## src/rtl/oled_text_sequencer.sv

```systemverilog
// Text-frame sequencer: walks a PAGES x COLS ASCII buffer, looks up 8x8 glyphs, streams page commands + glyph columns.
// Latency: first command byte valid the cycle after start is taken; 147 cycles per page with tx_ready held high.
// Backpressure: tx_ready low freezes the stream and all counters with tx_byte/tx_dc held; the one-cycle FETCH never stalls.
module oled_text_sequencer #(
  parameter int         PAGES = 4,
  parameter int         COLS  = 16,
  parameter logic [6:0] BLANK = 7'h20
) (
  input  logic                          i_clk,
  input  logic                          i_rst_n,
  input  logic                          i_wr_en,
  input  logic [$clog2(PAGES*COLS)-1:0] i_wr_addr,
  input  logic [6:0]                    i_wr_char,
  input  logic                          i_start,
  output logic [6:0]                    o_rom_addr,
  input  logic [63:0]                   i_rom_data,
  output logic [7:0]                    o_tx_byte,
  output logic                          o_tx_dc,
  output logic                          o_tx_valid,
  input  logic                          i_tx_ready,
  output logic                          o_busy,
  output logic                          o_done
);

  // PAGES and COLS are powers of two (>= 2), so the buffer index is just {page, col}.
  localparam int PW    = $clog2(PAGES);
  localparam int CW    = $clog2(COLS);
  localparam int AW    = PW + CW;
  localparam int DEPTH = PAGES * COLS;

  localparam logic [PW-1:0] LAST_PAGE = PW'(PAGES - 1);
  localparam logic [CW-1:0] LAST_COL  = CW'(COLS - 1);

  typedef enum logic [2:0] {
    S_IDLE,
    S_CMD,
    S_FETCH,
    S_DATA,
    S_DONE
  } state_t;

  logic [6:0]    r_buf [DEPTH];
  state_t        r_state;
  logic [PW-1:0] r_page;
  logic [CW-1:0] r_col;
  logic [1:0]    r_cmd_idx;
  logic [2:0]    r_byte_idx;
  // Only the seven columns still to be sent; column 0 goes straight into r_tx_byte.
  logic [55:0]   r_shift;
  logic [6:0]    r_rom_addr;
  logic [7:0]    r_tx_byte;
  logic          r_tx_dc;
  logic          r_tx_valid;
  logic          r_busy;
  logic          r_done;

  logic [AW-1:0] w_fetch_idx;
  logic [6:0]    w_fetch_char;
  logic          w_accept;

  assign w_fetch_idx  = {r_page, r_col};
  assign w_fetch_char = r_buf[w_fetch_idx];
  assign w_accept     = r_tx_valid & i_tx_ready;

  // ROM is combinational: present the live buffer entry during FETCH, otherwise hold the last one used.
  assign o_rom_addr = (r_state == S_FETCH) ? w_fetch_char : r_rom_addr;
  assign o_tx_byte  = r_tx_byte;
  assign o_tx_dc    = r_tx_dc;
  assign o_tx_valid = r_tx_valid;
  assign o_busy     = r_busy;
  assign o_done     = r_done;

  // Host text buffer: writes land at the edge, so a same-cycle FETCH of that entry sees the old character.
  always_ff @(posedge i_clk) begin
    if (!i_rst_n) begin
      for (int i = 0; i < DEPTH; i++) begin
        r_buf[i] <= BLANK;
      end
    end else if (i_wr_en) begin
      r_buf[i_wr_addr] <= i_wr_char;
    end
  end

  // Frame walker: command group per page, then FETCH + 8 glyph columns per character, all outputs registered.
  always_ff @(posedge i_clk) begin
    if (!i_rst_n) begin
      r_state    <= S_IDLE;
      r_page     <= '0;
      r_col      <= '0;
      r_cmd_idx  <= '0;
      r_byte_idx <= '0;
      r_shift    <= '0;
      r_rom_addr <= '0;
      r_tx_byte  <= '0;
      r_tx_dc    <= 1'b0;
      r_tx_valid <= 1'b0;
      r_busy     <= 1'b0;
      r_done     <= 1'b0;
    end else begin
      r_done <= 1'b0;
      case (r_state)
        S_IDLE: begin
          if (i_start) begin
            r_state    <= S_CMD;
            r_page     <= '0;
            r_col      <= '0;
            r_cmd_idx  <= '0;
            r_busy     <= 1'b1;
            r_tx_valid <= 1'b1;
            r_tx_dc    <= 1'b0;
            r_tx_byte  <= 8'hB0;
          end
        end

        S_CMD: begin
          if (w_accept) begin
            if (r_cmd_idx == 2'd2) begin
              r_tx_valid <= 1'b0;
              r_state    <= S_FETCH;
            end else begin
              // Page-start command is followed by lower then upper column-start nibbles (both zero).
              r_cmd_idx <= r_cmd_idx + 2'd1;
              r_tx_byte <= (r_cmd_idx == 2'd0) ? 8'h00 : 8'h10;
            end
          end
        end

        S_FETCH: begin
          r_rom_addr <= w_fetch_char;
          r_shift    <= i_rom_data[55:0];
          r_byte_idx <= '0;
          r_tx_byte  <= i_rom_data[63:56];
          r_tx_dc    <= 1'b1;
          r_tx_valid <= 1'b1;
          r_state    <= S_DATA;
        end

        S_DATA: begin
          if (w_accept) begin
            r_shift <= {r_shift[47:0], 8'h00};
            if (r_byte_idx != 3'd7) begin
              r_byte_idx <= r_byte_idx + 3'd1;
              r_tx_byte  <= r_shift[55:48];
            end else if (r_col != LAST_COL) begin
              r_col      <= r_col + CW'(1);
              r_tx_valid <= 1'b0;
              r_state    <= S_FETCH;
            end else if (r_page != LAST_PAGE) begin
              // Next page's first command follows the last data byte with no bubble.
              r_col     <= '0;
              r_page    <= r_page + PW'(1);
              r_cmd_idx <= '0;
              r_tx_dc   <= 1'b0;
              r_tx_byte <= 8'hB0 | 8'(r_page + PW'(1));
              r_state   <= S_CMD;
            end else begin
              r_tx_valid <= 1'b0;
              r_done     <= 1'b1;
              r_state    <= S_DONE;
            end
          end
        end

        S_DONE: begin
          r_busy  <= 1'b0;
          r_state <= S_IDLE;
        end

        default: begin
          r_state <= S_IDLE;
        end
      endcase
    end
  end

endmodule

```

## config.mk

```make
export PLATFORM = sky130hd
export DESIGN_NAME = oled_text_sequencer
export DESIGN_NICKNAME = d
export VERILOG_FILES = /design/src/rtl/oled_text_sequencer.sv
export SDC_FILE = /design/constraint.sdc
export NUM_CORES = 1
export LEC_CHECK = 0
export CORE_UTILIZATION = 40
export DETAILED_ROUTE_END_ITERATION = 12
export PLACE_DENSITY = 0.59
export SYNTH_ARGS = -nofsm -noshare
export SYNTH_HDL_FRONTEND = slang
export SYNTH_SLANG_ARGS = --single-unit
```

## constraint.sdc

```tcl
create_clock -name i_clk -period 3.5 [get_ports i_clk]
set_input_delay 0.7 -clock i_clk [delete_from_list [all_inputs] [get_ports i_clk]]
set_output_delay 0.7 -clock i_clk [all_outputs]
set_load 0.1 [all_outputs]
```

---- Word level (Yosys, flattened, before mapping) ----
Memories as Yosys holds them, arrays and structs flattened.
Cells that the tools add are included.
word-level totals
  memories ................................ 1
  register bits after elaboration ......... 89
  bits in writable memories ............... 448
  word-level logic and storage cells ...... 128
  input port bits ......................... 82
  output and inout bits ................... 19
cells by class
  mux-type cells .......................... 65
  add/sub/neg operators ................... 5
  eq/ne operators ......................... 21
  bitwise gates (word level) .............. 4
  reductions and logical operators ........ 20
memory list
  memory  depth  width  rd ports  clocked after Yosys merged registers in  wr ports  RTL line  source
  r_buf   64     7      1         0                                        64        42        logic [6:0] r_buf [DEPTH];
operator list
  operator            count
  $pmux 56 s2         1
  $mux 56             1
  $mux 8              7
  $pmux 8 s4          1
  $mux 3              9
  $mux 2              11
  $mux 4              5
  $ne 2x2->1 const B  10
  $mux 1              18
  $ne 3x3->1 const B  5
  $mux 7              2
  $reduce_and 7->1    2
  $pmux 3 s4          1
  $reduce_and 6->1    2
  $reduce_and 5->1    2
  $pmux 4 s2          1
  $reduce_and 8->1    1
  $reduce_or 7->1     1
  $eq 3x2->1 const B  2
  $mux 6              1
  $pmux 2 s3          1
  $pmux 3 s2          1
  $reduce_bool 2->1   3
  $reduce_bool 3->1   2
  21 further kinds    25

---- Logic depth before layout (Yosys ltp) ----
Gate-level depths: netlist of run 1.
  word-level depth ........................ 6
  depth in mapped cells ................... 9
  gate-level depth less buffers ........... 7

---- Least setup slack after synthesis of run 1 ----
Ideal clock, no wire load.
  path type ............................... register to output
  start point ............................. register r_col[0]
  end point ............................... output o_rom_addr[1]
  arrival time ............................ 3.590 ns
  path buffers ............................ 3
  setup slack ............................. -0.790 ns
  data required time ...................... 2.800 ns
  stages on the path, launching flop included .. 9
  cells stage by stage .................... dfxtp_1 > buf_6 > buf_4 > buf_6 > nand2b_1 > o22ai_1 > o31ai_1 > a211oi_1 > nor3_1
on the way
  word-level cells in the longest chain between the ends .. 2
RTL lines
  what                      RTL line  source
  start: declaration        45        logic [CW-1:0] r_col;
  start signal: assignment  145       r_col <= r_col + CW'(1);
  $mem_v2 64x7              n/a
  $mux 7                    n/a
  end: declaration          15        output logic [6:0] o_rom_addr,
Every way passes these cells.

---- Worst setup path in the final report of run 1 ----
  start point ............................. register r_col[0]
  end point ............................... output o_rom_addr[0]
Same word-level chain as after synthesis.

==> reports/summary.md, run 1 <==
The worst slew margin relative to its limit is 0.326. The routed layout has 16,900 vias. Global routing finished with a remaining overflow of 0. The signal on the critical path passes through buf_12, buf_16, mux4_2, a22oi_2, nand2_2, a2111oi_4, nor3_4, buf_12. The master of the slowest instance on the critical path is mux4_2.

The met1 global-route usage came out at 0.309. The final reports fail on negative setup slack. The cell count after synthesis came out at 2,013. In the routed design, unresolved DRC markers number 0. Fraction of met2 tracks used by global routing: 0.361.

After floorplanning, the core was sized to cover 61,900 µm². Setup repair after global routing could not meet its margin everywhere. The run gives 0 as the total count of hold-check failures in the final report.

The run gives 69.9 mm as the overall routed net length. Number of levels in the clock H-tree: 2. The weighted congestion at the end of routability-driven global placement was 0.843; the async set-reset flop share out of synthesis was 0.

The height of the die is 253 µm. The tools report the clock root buffer master as clkbuf_16. The arithmetic-cell share of the synthesized area counting full adders, half adders and majority gates was 0.00348. After synthesis, the most frequently instantiated cells are edfxtp_1, and2_1, nor2_1.

For the cell leakage power, the log shows 10.3 nW. The setup slack of the critical path after layout was -0.127 ns; the share of the core filled with cells was 0.497. The via count of the first global-routing pass was 16,961. Among all flip-flop cells after synthesis, the most frequent one is edfxtp_1.

The run gives 0.0207 ns as the largest clock skew in the final design. Summed over all instances, the cell type with the most area after synthesis is edfxtp_1. The number of instances in the placed design was 2,929; the post-synthesis sequential element count was 537.

STA classifies the critical path endpoint as an output pin. In the final routed layout, each cell accounts on average for 22.8 µm. The peak per-stage delay on the critical path is 0.53 ns, and the x dimension of the die is 253 µm. Setup violations remaining at the end of the flow were counted as 7. Number of max-slew violations in the final report: 0. The cell with the most instances on the worst path was buf_12.

The simple-gate share of the synthesized area is 0.183, and the total of max-cap violations is 0. For the sequential fraction of the synthesis area, the log shows 0.605. Registers take 15,200 µm². The clock buffer count from CTS was 59; the non-filler instance count after layout was 3,061. The slew at the pin with the worst max-slew slack came out at 1.01 ns.

The run gives 276 MHz as the highest clock rate. The critical path class is reg2out. The design draws 15.1 mW.

Data arrives at the worst endpoint at 2.93 ns. The area of all placed cells without fillers came out at 30,800 µm². Dividing the synthesized area by the synthesized cell count gives 12.5 µm². The cell family contributing the most delay on the critical path is compound AO/OA/AOI/OAI gates. The number of rows created at floorplan is 91. The tools report the met3 layer usage reported by global route as 0.0277. The total power density per cell area is 492 nW/µm², and the critical path buffer and inverter count is 3. The worst register-to-register path has a setup slack of 0.95 ns. TritonCTS built the clock tree. The tools report the element type at the critical path start as a flip-flop. The number of violations reported at the end of detailed-routing iteration 0 is 1,319, and the final HPWL from detailed placement is 44.5 mm. STA puts the critical path data required time at 2.80 ns.

The maximum fanout count along the critical path was 6; the number of fill cells in the layout was 5,431. The mapped netlist covers 25,200 µm². The total I/O pin count is 101, and the post-detailed-route count of antenna-violating nets is 0. The tools report the total track usage as 0.221. The tools report the area enclosed by the die boundary as 64,000 µm². The number of sinks handled by clock tree synthesis came out at 537.

The first global-routing pass estimated 105 mm of wire. The global routing's busiest layer was met2. The average via count per standard cell was 5.52. The clock passes through at most 3 buffers. The parity-gate share of the synthesized area counting xor and xnor cells is 0.000348, and the initial core utilization is 0.407. Ranked by total cell area, the synthesized netlist is headed by edfxtp_1, and2_1, dfxtp_1. The run finished, with violations left. The pin count of the biggest net entering global routing is 97, and the complex-gate fraction of the synthesized area is 0.0763.

The area share of the largest cell type after synthesis is 0.534, and the area growth from synthesis to layout is 22.1%. edfxtp_1 is the most common cell in the netlist. The path category of the worst min-delay check was reg2reg. The number of antenna violations at the first check in global routing was 2.

The multi-input combinational cells in the finished layout cover a total of 9780 µm². The synthesized design contains 448 enable-type register cells. The multiplexer share of the synthesized area works out to 0.100. The run gives 2,265 as the layout net count. Buffers placed on the I/O ports in this run total 100. During synthesis, Yosys emitted a total of 0 warnings.

After layout, the minimum clock period comes to 3.63 ns. The logs give 0 for the number of hold buffers added after CTS and 0 for the final antenna diode count. The tools report the clock insertion delay at the later pin of the skew report as 0.62 ns. The proportion of layout cells with a drive suffix above 1 works out to 0.221.

The post-detailed-placement cell area was 27,900 µm². The run gives 58 as the number of library cell types mapped by synthesis. Net count of the mapped netlist: 2,102. The tools report the largest vdd supply drop as 0.000489 V.

The tools report the number of detailed-route iterations in the first pass as 5. Clock-pin slew was measured on the worst setup and hold paths at 0.06 ns. By area, the combinational part of the netlist is dominated by simple AND/OR/NAND/NOR gates.

Fraction of the cycle the final worst path needs: 1.04.
==> through the flow <==
step	TNS, ns	worst slack [ns]	hold WS, ns
floorplan	0	0.0498	0.440
CTS	-0.606	-0.0918	0.474
global route	-1.19	-0.193	0.489
finish	-0.592	-0.127	0.473
detailed placement	-0.0532	-0.0532	0.466
global placement	0	0.00562	0.452
==> power breakdown <==
part | total [mW] | switching, mW | internal [mW]
Clock | 6.10 | 2.55 | 3.55
Sequential | 7.45 | 0.164 | 7.28
Combinational | 1.59 | 0.992 | 0.595
Total | 15.1 | 3.71 | 11.4
==> cells in the final DEF, fill, tap and decap left out, types with 48 or more instances in the layout <==
| master | instances |
|---|---|
| a311oi_1 | 50 |
| and2_1 | 386 |
| buf_4 | 147 |
| clkbuf_16 | 62 |
| clkdlybuf4s50_1 | 84 |
| dfxtp_1 | 85 |
| edfxtp_1 | 448 |
| mux2i_1 | 48 |
| mux4_2 | 69 |
| nand2_1 | 119 |
| nor2_1 | 167 |
| o21ai_0 | 77 |
| or3_1 | 66 |
==> path summary, 6_finish.rpt <==
path,from,to,cells after the start
max,r_col[0],o_rom_addr[0],8
min,r_shift[21],r_shift[29],2
max reg2reg,r_col[0],r_cmd_idx[0],9
min reg2reg,r_shift[21],r_shift[29],2
==> timing repair <==
action / CTS / global route
pin swaps: 37 / 15
setup buffers: 22 / 3
resized for setup: 129 / 8
gates cloned: 5 / 0
endpoints found under the setup margin: 7 / 7
==> state kept, by name, summed over array words and instances (netlist names) <==
signal / flops
o_tx_valid: 1
r_rom_addr: 7
o_busy: 1
r_col: 4
o_tx_dc: 1
r_shift: 56
r_page: 2
r_byte_idx: 3
r_state: 3
o_tx_byte: 8
o_done: 1
r_cmd_idx: 2
r_buf: 448
==> tightest hold or removal path, stage by stage, from the launching register on <==
cell and delay, ns:
dfxtp_1 0.31, nand2_1 0.05, a311oi_1 0.07
==> routing by layer <==
metal	part of all wire	vias to the layer above
met5	0	-
met4	0.022	0
met3	0.062	97
met2	0.47	567
met1	0.44	8540
li1	-	7696
==> kinds of logic after synthesis <==
kind of cell / count (synthesis)
compound gates: 272
simple gates: 855
fa+ha+maj: 7
mux: 157
buf+inv: 184
xor+xnor: 1
flops: 537
==> cell type report <==
class | count | share of cell area
flip-flops and latches | 537 | 0.496
multi-input cells | 1293 | 0.318
repair buffers | 278 | 0.0897
clock buffers | 77 | 0.0540
well taps | 837 | 0.0340
clock inverters | 32 | 0.00789
inverters | 7 | 0.000854
No activity file was read; power rests on OpenSTA's default activity.
==> run 2: changes to the inputs <==
--- a/config.mk
+++ b/config.mk
@@ -5,8 +5,10 @@
 export SDC_FILE = /design/constraint.sdc
 export NUM_CORES = 1
 export LEC_CHECK = 0
+export CORE_MARGIN = 8
 export CORE_UTILIZATION = 40
 export DETAILED_ROUTE_END_ITERATION = 12
+export HOLD_SLACK_MARGIN = 0.02
 export PLACE_DENSITY = 0.59
 export SYNTH_ARGS = -nofsm -noshare
 export SYNTH_HDL_FRONTEND = slang
==> run 2 against run 1 <==
  * The run still ends with negative setup slack left
  * Routed wire length is 0.59% lower
  * Via count fell by 1.0%
  * First-iteration DRC count up 19%
  * Die area is 11% higher
  * Total power is 1.7% lower
  * Fmax is 4.6% lower
  * Worst setup slack worse by 0.18 ns
  * Worst hold slack improved by 0.0023 ns
  * Critical endpoint is now o_rom_addr[6]
  * Largest power group unchanged
==> reports/summary.md, run 2 (synthesized netlist as in run 1, its figures left out) <==
The flow ran to the end, but the final reports show violations. The final reports fail on negative setup slack. The sequential fraction of design power was 0.500 (+0.008); the area enclosed by the die boundary was 71,300 µm² (+11%). The run gives 3 (unchanged) as the number of buffers on the longest clock path. Most common library cell in the layout ignoring fill and taps: edfxtp_1.

The clock buffer count from CTS is 58 (-1.7%). The clock transition at the registers of the reported paths was 0.06 ns (about the same). The element type at the critical path start was a flip-flop.

For the tightest hold margin, the log shows 0.475 ns (+0.00233 ns). The area of all placed cells without fillers is 30,300 µm² (-1.4%), and the clock network fraction of total power is 0.397 (-0.006). The initial core utilization was 0.402 (-0.00442). The via count of the first global-routing pass was 16,845 (-0.68%). The path class of the tightest hold or removal check is reg2reg. Compared with the post-synthesis result, the final layout area differs by 20.3%.

The data arrival time of the critical path was 3.10 ns (+0.17 ns). The run gives 0 (unchanged) as the total of max-cap violations. The fraction of the cycle the final worst path needs was 1.09 (+0.0501).

Clock insertion delay at the later pin of the skew report: 0.63 ns (about the same). The tools report the total count of hold-check failures in the final report as 0 (unchanged). The layout net count was 2,253 (-0.53%); the post-detailed-placement cell area was 27,800 µm² (-0.33%). The run gives 537 (unchanged) as the number of sinks handled by clock tree synthesis.

The logs give 2 (unchanged) for the number of levels in the clock H-tree and 0.000369 V (-24%) for the largest vdd supply drop. The slew at the pin with the worst max-slew slack was 0.982 ns (-0.0264 ns); the total power density per cell area was 491 nW/µm² (-0.22%). The height of the die was 267 µm (+5.5%); the global-route wire length before repair was 106 mm (+0.14%). The number of max-slew violations in the final report is 0 (unchanged). The proportion of layout cells with a drive suffix above 1 works out to 0.204 (-0.0171). The final HPWL from detailed placement is 45.4 mm (+1.9%), and the final setup TNS is -1.56 ns (-0.969 ns). The tools report the non-filler instance count after layout as 3,055 (-0.20%). Setup repair after global routing could not meet its margin everywhere. The highest clock rate was 263 MHz (-4.6%); the count of vias placed by the detailed router was 16,723 (-1.0%). The logs give 98 (+1.0%) for the pin count of the biggest net entering global routing and -0.178 ns (-0.125 ns) for the setup slack at placement. The tools report the number of antenna violations at the first check in global routing as 3 (+1). The number of violations reported at the end of detailed-routing iteration 0 is 1,564 (+19%). The logs give 9530 µm² (-2.5%) for the area of the multi-input gates and 0 (unchanged) for the number of hold buffers added after CTS. The largest clock skew in the final design was 0.0371 ns (+0.0165 ns).

Post-detailed-route count of antenna-violating nets: 0 (unchanged). The register cell area after layout is 15,200 µm² (about the same), and the post-route DRC violation count is 0 (unchanged). The total track usage was 0.194 (-0.0271); the maximum fanout count along the critical path was 31 (+25). The post-detailed-route wirelength per cell was 22.7 µm (-0.40%). The core footprint is 62,600 µm² (+1.1%).

For the overall routed net length, the log shows 69.5 mm (-0.59%). The average via count per standard cell works out to 5.47 (-0.85%). For the net switching power, the log shows 3.65 mW (-1.5%). The critical path class was reg2out. The flip-flop count of the largest register after layout was 448 (unchanged); the x dimension of the die was 267 µm (+5.5%). The library cells used most frequently in the layout, excluding fill and tap cells, are edfxtp_1, and2_1, nor2_1.

The proportion of total power due to net switching was 0.245 (+0.000317); the weighted congestion at the end of routability-driven global placement was 0.845 (+0.23%). The tools report the share of the core filled with cells as 0.484 (-0.0125). TritonCTS built the clock tree. The data required time at the worst endpoint is 2.80 ns (about the same). Ranked by flip-flop count, first place goes to r_buf.

The number of instances in the placed design is 2,925 (-0.14%), and the internal cell power is 11.2 mW (-1.7%). The number of input and output port buffers inserted was 100 (unchanged); the final antenna diode count was 0 (unchanged). The total power consumption of the routed design is 14.9 mW (-1.7%). The worst setup path is captured at an output pin. The minimum period implied by the final worst setup slack is 3.80 ns (+0.175 ns). The logs give 5,553 (+2.2%) for the number of fill cells in the layout and 7 (unchanged) for the number of setup violations in the final report. The run gives -0.302 ns (-0.175 ns) as the setup slack of the critical path after layout. The number of detailed-route iterations in the first pass is 7 (+2). The clock root buffer master is clkbuf_16. For the total I/O pin count, the log shows 101 (unchanged).

The logs give 0.103 (-0.002) for the combinational share of power and 0.343 (+0.0177) for the worst slew margin relative to its limit. The cell leakage power is 10.2 nW (-1.3%). The residual overflow from global routing came out at 0 (unchanged).

The run gives 92 (+1.1%) as the number of rows created at floorplan.
[run 2: power groups by stage]
stage | combinational, mW | clock (mW) | sequential (mW)
3_5_place_dp | 1.50 | 0 | 7.57
3_3_place_gp | 1.49 | 0 | 7.56
5_1_grt | 1.64 | 6.28 | 7.47
4_1_cts | 1.54 | 6.04 | 7.44
6_report | 1.54 | 5.91 | 7.44
2_1_floorplan | 0.811 | 0 | 7.59
[run 2: per-layer routing]
layer	up-vias	part of all wire	global-route usage
li1	7668	-	-
met2	578	0.47	0.313
met1	8371	0.44	0.268
met4	0	0.025	0.0563
met3	106	0.066	0.0313
met5	-	0	0
[run 2: what timing repair did]
item,in CTS,in global routing
gates resized for setup,76,4
endpoints found under the hold margin,0,0
pin swaps,30,13
cloned,2,0
buffers inserted,23,7
setup endpoints to repair,7,7
[run 2: final timing paths]
kind / from / endpoint / slack (ns) / cells past startpoint
max: r_col[1] / o_rom_addr[6] / -0.30 / 8
min: r_shift[6] / r_shift[14] / 0.48 / 2
max reg2reg: r_col[0] / r_rom_addr[6] / 0.88 / 12
min reg2reg: r_shift[6] / r_shift[14] / 0.48 / 2
[run 2: final cells by class]
class | instances | share of cell area
flip-flops and latches | 537 | 0.503
multi-input cells | 1292 | 0.314
repair buffers | 268 | 0.0868
clock buffers | 78 | 0.0534
well taps | 846 | 0.0349
clock inverters | 27 | 0.00689
inverters | 7 | 0.000867
[run 2: critical path, stage by stage (launching register included)]
cell and delay [ns]:
dfxtp_4 0.44, buf_12 0.14, buf_12 0.21, mux2i_1 0.20, a22o_1 0.28, o31ai_1 0.43, a211oi_2 0.16, nor3_4 0.39
buf_12 0.23
==> run 3: changes to the inputs <==
--- a/config.mk
+++ b/config.mk
@@ -6,10 +6,10 @@
 export NUM_CORES = 1
 export LEC_CHECK = 0
 export CORE_MARGIN = 8
-export CORE_UTILIZATION = 40
+export CORE_UTILIZATION = 61
 export DETAILED_ROUTE_END_ITERATION = 12
 export HOLD_SLACK_MARGIN = 0.02
-export PLACE_DENSITY = 0.59
+export PLACE_DENSITY = 0.83
 export SYNTH_ARGS = -nofsm -noshare
 export SYNTH_HDL_FRONTEND = slang
 export SYNTH_SLANG_ARGS = --single-unit
==> run 3 against run 2 <==
  * The run still ends with negative setup slack left
  * Worst setup slack gained 0.072 ns
  * Via count up 5.0%
  * Fmax rose by 1.9%
  * Routed wire length is 2.3% lower
  * Die area decreased by 33%
  * Clock skew fell by 0.0039 ns
  * Non-clock buffer count shrank 21
  * Clock power fell by 7.4%
  * Flip-flop and latch count did not move
  * First-iteration DRC count rose by 58%
  * Final cell count is 11% lower
  * Worst hold slack lost 0.0036 ns
  * Largest power group unchanged
  * Highest routed layer unchanged
==> reports/summary.md, run 3 (synthesized netlist as in run 1, its figures left out) <==
The peak per-stage delay on the critical path is 0.53 ns (+0.09 ns). The clock buffer count from CTS was 52 (-10%); the data arrival time of the critical path was 3.03 ns (-0.07 ns). The flow ran to the end, but the final reports show violations. The type of element capturing the critical path was an output pin. The share of the core filled with cells is 0.722 (+0.238), and the area growth from synthesis to layout is 17.0%.

The height of the die came out at 219 µm (-18%). The via count of the first global-routing pass was 17,525 (+4.0%). The tools report the number of antenna violations at the first check in global routing as 1 (-2). The setup slack of the critical path after layout was -0.231 ns (+0.0718 ns). The count of vias placed by the detailed router was 17,566 (+5.0%).

The logs give 74 (-20%) for the number of rows created at floorplan and 0 (unchanged) for the post-detailed-route count of antenna-violating nets. For the final antenna diode count, the log shows 0 (unchanged). For the cell leakage power, the log shows 9.97 nW (-2.3%). The worst setup path is of the reg2out kind. For the overall routed net length, the log shows 67.9 mm (-2.3%).

The tools report the initial core utilization as 0.617 (+0.215). The tools report the total of max-cap violations as 0 (unchanged). Total track usage: 0.282 (+0.0888). TritonCTS built the clock tree. X dimension of the die: 219 µm (-18%). The layout net count was 2,226 (-1.2%); the core footprint was 40,800 µm² (-35%). The number of sinks handled by clock tree synthesis came out at 537 (unchanged). For the global-route wire length before repair, the log shows 104 mm (-1.8%). Clock tree synthesis selected as its root buffer the cell clkbuf_16. Setup repair after global routing could not meet its margin everywhere. In the layout the commonest cells are edfxtp_1, and2_1, nor2_1. The worst slew margin relative to its limit came out at 0.346 (+0.00300).

STA classifies the critical path startpoint as a flip-flop. The number of buffers on the longest clock path was 3 (unchanged); the number of input and output port buffers inserted was 100 (unchanged). The top cell family by delay on the critical path is compound AO/OA/AOI/OAI gates. The number of violations reported at the end of detailed-routing iteration 0 was 2,476 (+58%); the slew at the pin with the worst max-slew slack was 0.977 ns (-0.00449 ns).

The post-detailed-route wirelength per cell was 25.1 µm (+10%); the data required time at the worst endpoint was 2.80 ns (about the same). The run gives -1.06 ns (+0.498 ns) as the final setup TNS. For the post-route DRC violation count, the log shows 0 (unchanged).

The critical path buffer and inverter count was 4 (+1); the proportion of layout cells with a drive suffix above 1 was 0.198 (-0.00628). The average via count per standard cell came out at 6.48 (+18%). The tightest hold margin came out at 0.471 ns (-0.00360 ns). The residual overflow from global routing is 0 (unchanged), and the total I/O pin count is 101 (unchanged).

The tools report the number of setup violations in the final report as 7 (unchanged). Total power density per cell area: 490 nW/µm² (-0.19%). Cell with the most instances on the worst path: buf_12. Walking the worst path, the cells encountered are buf_12, buf_12, buf_8, mux4_2, a22oi_2, nand2_2, a2111oi_4, nor3_2, buf_12. For the largest clock skew in the final design, the log shows 0.0332 ns (-0.00393 ns). For the number of levels in the clock H-tree, the log shows 2 (unchanged). Area enclosed by the die boundary: 48,100 µm² (-33%).

For the total count of hold-check failures in the final report, the log shows 0 (unchanged). For the largest vdd supply drop, the log shows 0.000347 V (-6.1%). The path class of the tightest hold or removal check is reg2reg. The weighted congestion at the end of routability-driven global placement came out at 0.924 (+9.3%). The minimum period implied by the final worst setup slack was 3.73 ns (-0.0718 ns); the pin count of the biggest net entering global routing was 85 (-13%).

The final reports fail on negative setup slack. The tools report the number of detailed-route iterations in the first pass as 7 (unchanged). The number of hold buffers added after CTS is 0 (unchanged), and the final HPWL from detailed placement is 42.8 mm (-5.6%).

The maximum fanout count along the critical path is 6 (-81%). r_buf holds more flip-flops than any other register. Clock transition at the registers of the reported paths: 0.07 ns (about the same). The fraction of the cycle the final worst path needs came out at 1.07 (-0.0205). The tools report the highest clock rate as 268 MHz (+1.9%). For the number of max-slew violations in the final report, the log shows 0 (unchanged). The number of fill cells in the layout was 2,485 (-55%). Most common library cell in the layout ignoring fill and taps: edfxtp_1. The flip-flop count of the largest register after layout is 448 (unchanged), and the clock insertion delay at the later pin of the skew report is 0.61 ns (-0.02 ns). On the critical path, the stage with the largest delay is an instance of a2111oi_4.
## run 3: path summary, 6_finish.rpt
path / startpoint / end / slack [ns] / cells after the start
max: r_col[0] / o_rom_addr[5] / -0.23 / 9
min: r_shift[26] / r_shift[34] / 0.47 / 2
max reg2reg: r_col[0] / r_cmd_idx[0] / 0.81 / 10
min reg2reg: r_shift[26] / r_shift[34] / 0.47 / 2
## run 3: metrics by stage
stage          cell area, µm²  setup slack [ns]  cells  total power, mW
2_1_floorplan           25200            0.0498   2013             8.40
3_3_place_gp            27200         -0.000798   2592             8.96
3_5_place_dp            27200            -0.114   2592             9.02
4_1_cts                 29400            -0.175   2707             14.4
5_1_grt                 29500            -0.253   2710             14.8
6_report                29500            -0.231   2710             14.4
## run 3: worst min-delay path, delay by kind of cell, from the launching register on
family	cells	cell delay [ns]
AO/OA/AOI/OAI	1	0.07
flip-flops	1	0.31
AND/OR/NAND/NOR	1	0.05
## run 3: per-layer routing
layer  GRT usage  vias to the layer above  wire length [µm]
li1            -                     7593                 -
met1       0.369                     8569             24800
met2       0.458                     1195             32600
met3      0.0504                      209              7560
met4       0.131                        0              3050
met5           0                        -                 0
## run 3: area by class of cell
class | instances | area [µm²] | share of cell area
Timing Repair Buffer | 247 | 2360 | 0.0801
Tap cell | 532 | 666 | 0.0226
Multi-Input combinational cell | 1292 | 9540 | 0.324
Clock inverter | 31 | 236 | 0.00802
Inverter | 7 | 26.3 | 0.000891
Sequential cell | 537 | 15200 | 0.517
Clock buffer | 64 | 1400 | 0.0475
## run 3: what timing repair did
action,4_1_cts,5_1_grt
cloned,2,0
resized for setup,75,13
setup endpoints to repair,7,7
pin swaps,28,10
buffers inserted,20,3
## run 3: where the power goes
group          leakage [nW]  switching, mW  internal, mW
logic                  4.14          0.964         0.561
clock network         0.812           2.41          3.06
registers              5.02          0.167          7.28
